### src/rtl/press_decoder_pkg.sv
// Shared definitions for the press decoder: gesture FSM encoding and
// default timing values (cycles of the 100 MHz system clock).
package press_decoder_pkg;

    localparam int unsigned DEBOUNCE_CYC_DEFAULT = 32'd1000000;   // 10 ms
    localparam int unsigned LONG_CYC_DEFAULT     = 32'd200000000; // 2 s
    localparam int unsigned GAP_CYC_DEFAULT      = 32'd30000000;  // 300 ms

    localparam int TIMER_W = 32;

    typedef enum logic [2:0] {
        ST_IDLE      = 3'd0,
        ST_PRESS1    = 3'd1,
        ST_WAIT2     = 3'd2,
        ST_PRESS2    = 3'd3,
        ST_LONG_HELD = 3'd4
    } state_t;

endpackage

### src/rtl/press_debounce.sv
// Two-flop synchronizer followed by a run-length debouncer. The output only
// follows the synchronized input once it has disagreed with the output for
// DEBOUNCE_CYC consecutive cycles; any agreeing cycle restarts the count.
module press_debounce
    import press_decoder_pkg::*;
#(
    parameter int unsigned DEBOUNCE_CYC = DEBOUNCE_CYC_DEFAULT
) (
    input  logic clk,
    input  logic rst,
    input  logic in,
    output logic out
);

    localparam logic [TIMER_W-1:0] DEB_LAST = TIMER_W'(DEBOUNCE_CYC - 32'd1);

    logic              sync1_r;
    logic              sync2_r;
    logic [TIMER_W-1:0] cnt_r;
    logic              level_r;

    // Metastability guard: the raw button is asynchronous to clk.
    always_ff @(posedge clk or negedge rst) begin
        if (!rst) begin
            sync1_r <= 1'b0;
            sync2_r <= 1'b0;
        end else begin
            sync1_r <= in;
            sync2_r <= sync1_r;
        end
    end

    // Count consecutive disagreeing cycles and flip the level when the run completes.
    always_ff @(posedge clk or negedge rst) begin
        if (!rst) begin
            cnt_r   <= {TIMER_W{1'b0}};
            level_r <= 1'b0;
        end else if (sync2_r != level_r) begin
            if (cnt_r == DEB_LAST) begin
                cnt_r   <= {TIMER_W{1'b0}};
                level_r <= sync2_r;
            end else begin
                cnt_r   <= cnt_r + TIMER_W'(1);
                level_r <= level_r;
            end
        end else begin
            cnt_r   <= {TIMER_W{1'b0}};
            level_r <= level_r;
        end
    end

    assign out = level_r;

endmodule

### src/rtl/press_decoder.sv
// Button gesture decoder: debounces a raw button and classifies each gesture
// as a single click, double click or long press. Strobes and held are
// registered alongside the state transition that produces them.
module press_decoder
    import press_decoder_pkg::*;
#(
    parameter int unsigned DEBOUNCE_CYC = DEBOUNCE_CYC_DEFAULT,
    parameter int unsigned LONG_CYC     = LONG_CYC_DEFAULT,
    parameter int unsigned GAP_CYC      = GAP_CYC_DEFAULT
) (
    input  logic clk,
    input  logic rst,
    input  logic press,
    output logic pressed,
    output logic short_pulse,
    output logic double_pulse,
    output logic long_pulse,
    output logic held
);

    localparam logic [TIMER_W-1:0] LONG_LAST = TIMER_W'(LONG_CYC - 32'd1);
    localparam logic [TIMER_W-1:0] GAP_LAST  = TIMER_W'(GAP_CYC - 32'd1);
    localparam logic [TIMER_W-1:0] TIMER_MAX = {TIMER_W{1'b1}};

    logic               pressed_s;
    state_t             state_r;
    state_t             state_next_s;
    logic [TIMER_W-1:0] timer_r;
    logic               short_s;
    logic               double_s;
    logic               long_s;
    logic               short_r;
    logic               double_r;
    logic               long_r;
    logic               held_r;

    press_debounce #(
        .DEBOUNCE_CYC (DEBOUNCE_CYC)
    ) u_debounce (
        .clk (clk),
        .rst (rst),
        .in  (press),
        .out (pressed_s)
    );

    // Gesture classification; a pressed edge always wins over a timer threshold.
    always_comb begin
        state_next_s = state_r;
        short_s      = 1'b0;
        double_s     = 1'b0;
        long_s       = 1'b0;
        case (state_r)
            ST_IDLE: begin
                if (pressed_s) begin
                    state_next_s = ST_PRESS1;
                end else begin
                    state_next_s = ST_IDLE;
                end
            end
            ST_PRESS1: begin
                if (!pressed_s) begin
                    state_next_s = ST_WAIT2;
                end else if (timer_r == LONG_LAST) begin
                    long_s       = 1'b1;
                    state_next_s = ST_LONG_HELD;
                end else begin
                    state_next_s = ST_PRESS1;
                end
            end
            ST_WAIT2: begin
                if (pressed_s) begin
                    state_next_s = ST_PRESS2;
                end else if (timer_r == GAP_LAST) begin
                    short_s      = 1'b1;
                    state_next_s = ST_IDLE;
                end else begin
                    state_next_s = ST_WAIT2;
                end
            end
            ST_PRESS2: begin
                if (!pressed_s) begin
                    double_s     = 1'b1;
                    state_next_s = ST_IDLE;
                end else if (timer_r == LONG_LAST) begin
                    long_s       = 1'b1;
                    state_next_s = ST_LONG_HELD;
                end else begin
                    state_next_s = ST_PRESS2;
                end
            end
            ST_LONG_HELD: begin
                if (!pressed_s) begin
                    state_next_s = ST_IDLE;
                end else begin
                    state_next_s = ST_LONG_HELD;
                end
            end
            default: begin
                state_next_s = ST_IDLE;
            end
        endcase
    end

    // State register and the single phase timer (restarts on every transition, saturates).
    always_ff @(posedge clk or negedge rst) begin
        if (!rst) begin
            state_r <= ST_IDLE;
            timer_r <= {TIMER_W{1'b0}};
        end else begin
            state_r <= state_next_s;
            if (state_next_s != state_r) begin
                timer_r <= {TIMER_W{1'b0}};
            end else if (timer_r != TIMER_MAX) begin
                timer_r <= timer_r + TIMER_W'(1);
            end else begin
                timer_r <= timer_r;
            end
        end
    end

    // Registered strobes and held level, aligned with the state they announce.
    always_ff @(posedge clk or negedge rst) begin
        if (!rst) begin
            short_r  <= 1'b0;
            double_r <= 1'b0;
            long_r   <= 1'b0;
            held_r   <= 1'b0;
        end else begin
            short_r  <= short_s;
            double_r <= double_s;
            long_r   <= long_s;
            held_r   <= (state_next_s == ST_LONG_HELD);
        end
    end

    assign pressed      = pressed_s;
    assign short_pulse  = short_r;
    assign double_pulse = double_r;
    assign long_pulse   = long_r;
    assign held         = held_r;

endmodule

### config.mk
export PLATFORM = sky130hd
export DESIGN_NAME = press_decoder
export DESIGN_NICKNAME = d
export VERILOG_FILES = /design/src/rtl/press_decoder_pkg.sv /design/src/rtl/press_debounce.sv /design/src/rtl/press_decoder.sv
export SDC_FILE = /design/constraint.sdc
export NUM_CORES = 1
export LEC_CHECK = 0
export CORE_MARGIN = 2
export CORE_UTILIZATION = 62
export CTS_CLUSTER_SIZE = 12
export DETAILED_ROUTE_END_ITERATION = 16
export PLACE_DENSITY = 0.8
export SLEW_MARGIN = 5
export SYNTH_ARGS = -nofsm -noshare
export SYNTH_HDL_FRONTEND = slang
export SYNTH_HIERARCHICAL = 1
export SYNTH_SLANG_ARGS = --single-unit
### constraint.sdc
create_clock -name clk -period 3.1 [get_ports clk]
set_clock_uncertainty 0.1 [all_clocks]
set_input_delay 0.775 -clock clk [delete_from_list [all_inputs] [get_ports clk]]
set_output_delay 0.775 -clock clk [all_outputs]
set_load 0.05 [all_outputs]
==> summary.txt <==
=====================================================================================
Element type at the critical path end                                    primary output
Maximum clock rate                                                            369 MHz
Count of unresolved DRC violations after routing                                    0
Max Fanout on Critical Path                                                        14
Cell Int Power                                                              0.00153 W
Critical Path RT                                                              2.22 ns
I/O pin total                                                                       8
Ant. Diodes                                                                         0
Top post-synthesis cells by area                                         sky130_fd_sc_hd__dfrtp_1 45%, sky130_fd_sc_hd__a21oi_1 3.8%, sky130_fd_sc_hd__nor2_1 3.4%
Detailed Route Iter0 Violations                                                   197
Starting density of the core                                                    0.641
Post-synthesis sequential element count                                            74
Share of the cycle needed by the critical path after routing                    0.874
Top cells by instance count after synthesis                              74 x sky130_fd_sc_hd__dfrtp_1, 37 x sky130_fd_sc_hd__nor2_1, 32 x sky130_fd_sc_hd__nand2_1
Cell-by-cell trace of the critical path                                  clkdlybuf4s50_1
Final RePlAce weighted congestion                                               0.932
Total clock sinks                                                                  74
Root cell of the clock tree                                              sky130_fd_sc_hd__clkbuf_8
Largest net degree at the start of global routing                                  75
Most numerous cell in the Yosys netlist                                  sky130_fd_sc_hd__dfrtp_1
Total vias in the final route                                                    3385
Run status                                                               complete, no violations
Share of synthesized area occupied by flip-flops and latches                    0.455
Global-route congestion overflow total                                              0
Number of library cell types mapped by synthesis                                   59
Power density over the cells                                              434 nW/um^2
Category of the worst setup path launch point                                register
Crit path time final                                                          2.71 ns
Total count of max-transition violations in the final report                        0
Endpoints failing setup                                                             0
First-pass GRT wire length                                                   15400 um
Vias in the first global route                                                   3298
Transition time of the tightest slew-check pin                               0.901 ns
Number of maximum-capacitance constraint violations                                 0
Sequential fraction of design power                                             0.507
Part of the total power dissipated in combinational logic                       0.019
Switching share of total power                                                  0.204
Class of the worst hold path                                             register to register
Total buffers and inverters traversed by the critical path                          1
Core area                                                                  6350 sq um
Number of gates given a new drive strength after cts                                0
Area growth from synthesis to layout                                            8.60%
Die extent in y                                                               85.0 um
Kind of cell adding the most delay to the critical path                  buffers and inverters
Placed Instance Area                                                       4180 sq um
Internal reg-to-reg setup slack                                               0.66 ns
Mapped Avg Cell Area                                                       9.60 sq um
Buffers inserted during post-CTS setup optimization                                 0
Slowest cell on the critical path                                        sky130_fd_sc_hd__clkdlybuf4s50_1
Die outline area                                                           7230 sq um
Clock Path Buffers                                                                  2
Worst hold slack                                                             0.250 ns
Maximum single-stage delay on the critical path                               0.88 ns
Chip width                                                                    85.0 um
Count of final hold-check violations                                                0
Final-stage net count                                                             435
Data arrival time of the critical path                                        1.83 ns
Clock-pin slew of the registers on the worst-case setup and hold paths        0.08 ns
Number of antenna violations at the first check in global routing                   0
Post-CTS Hold Fix Bufs                                                              0
Type of the worst setup path                                             register to primary output
Post-synth top area share                                                       0.455
Number of placement rows                                                           29
TritonCTS clock tree                                                              yes
Top cell type by total area after synthesis                              sky130_fd_sc_hd__dfrtp_1
Unrepaired setup endpoints after global routing                                    no
Final routed wirelength across all metal layers                               8990 um
Number of nets with antenna violations after detailed routing                       0
Post-DR wirelength/cell                                                       17.6 um
Cell area after synthesis                                                  4070 sq um
Tightest slew margin relative to the limit                                      0.400
Filler Cells Inserted                                                             478
Setup TNS                                                                        0 ns
Ratio of routed vias to standard cells                                           6.62
Number of cells produced by synthesis                                             424
Post-DP HPWL                                                                  6130 um
Main synth FF type                                                       sky130_fd_sc_hd__dfrtp_1
Port buffer count                                                                   7
Fraction of synthesis flops using an asynchronous set or reset pin               1.00
Iteration count of the initial detailed-routing pass                                4
Overall routing resource usage                                                  0.264
Number of warnings issued by yosys                                                  6
Deepest level of the CTS H-tree                                                     3
Static leakage                                                                1.70 nW
Switching power                                                            0.000391 W
Proportion of layout cells with a drive suffix above 1                          0.122
Post-route cell area                                                       4420 sq um
Clock power frac                                                                0.474
Net count after synthesis                                                         429
Post-synth EDFFs                                                                    0
Insertion delay to the later sink of the worst-skew pair                      0.35 ns
Clock buffers created by TritonCTS                                                  9
Largest vdd supply drop                                                        315 uV
=====================================================================================
## through the flow
stage / instances / worst slack, ns / util / total power (W)
2_1_floorplan: 424 / 0.852 / - / 0.00100
6_report: 511 / 0.391 / 0.696 / 0.00192
3_5_place_dp: 496 / 0.717 / 0.659 / 0.00103
4_1_cts: 511 / 0.404 / 0.696 / 0.00193
5_1_grt: 511 / 0.337 / 0.696 / 0.00198
3_3_place_gp: 496 / 0.813 / 0.659 / 0.00103
## flip-flops by register name, indices dropped and copies added, names as in the netlist
register / count
timer_r: 32
u_debounce/cnt_r: 32
state_r: 3
double_pulse: 1
held: 1
long_pulse: 1
short_pulse: 1
u_debounce/out: 1
u_debounce/sync1_r: 1
u_debounce/sync2_r: 1
## layout make-up
type                            instances  area [sq um]  area share
Inverter                                6          22.5     0.00509
Multi-Input combinational cell        327          2110       0.476
Sequential cell                        74          1850       0.419
Tap cell                               77          96.3      0.0218
Timing Repair Buffer                   12           105      0.0238
Clock inverter                          5           103      0.0232
Clock buffer                           10           138      0.0311
## placed cells by master (no fill, tap or decap), drive strengths merged, types with 10 or more instances in the layout
cell type | netlist | routed
nand3 | 21 | 21
xnor2 | 14 | 14
nor2 | 41 | 41
a21oi | 32 | 32
or4 | 16 | 16
o31ai | 15 | 15
nand2 | 32 | 32
xor2 | 13 | 13
nand4 | 21 | 21
dfrtp | 74 | 74
or3 | 16 | 16
clkbuf | 6 | 10
nor4 | 11 | 11
o21ai | 16 | 16
and3 | 18 | 18
## path summary, 6_finish.rpt
check / start / to / cells past startpoint
max: u_debounce/out / pressed / 1
min: u_debounce/sync1_r / u_debounce/sync2_r / 0
max reg2reg: timer_r[0] / timer_r[28] / 7
min reg2reg: u_debounce/sync1_r / u_debounce/sync2_r / 0
max in group asynchronous: rst / timer_r[11] / 1
min in group asynchronous: rst / u_debounce/cnt_r[4] / 1
## logic make-up after synthesis
| kind of cell | count (synthesis) | share of synthesized area |
|---|---|---|
| mux | 4 | 0.0101 |
| simple gates | 212 | 0.310 |
| fa+ha+maj | 2 | 0.00615 |
| xor+xnor | 27 | 0.0581 |
| compound gates | 82 | 0.129 |
| flops | 74 | 0.455 |
| buf+inv | 23 | 0.0313 |
## routing by layer
layer | share of wire | global-route usage | up-vias
met3 | 0.043 | 0.0642 | 27
met5 | 0 | 0 | -
met2 | 0.49 | 0.433 | 109
met1 | 0.43 | 0.329 | 1643
met4 | 0.035 | 0.128 | 0
li1 | - | - | 1606
## power by group through the flow
stage | Sequential (W) | Combinational (W) | Clock (W)
detailed placement | 0.000992 | 0.0000375 | 0
floorplan | 0.000991 | 0.0000114 | 0
CTS | 0.000973 | 0.0000374 | 0.000920
finish | 0.000973 | 0.0000357 | 0.000909
global route | 0.000974 | 0.0000423 | 0.000961
global placement | 0.000992 | 0.0000364 | 0
Note: power is estimated with default switching activity, not from simulation.
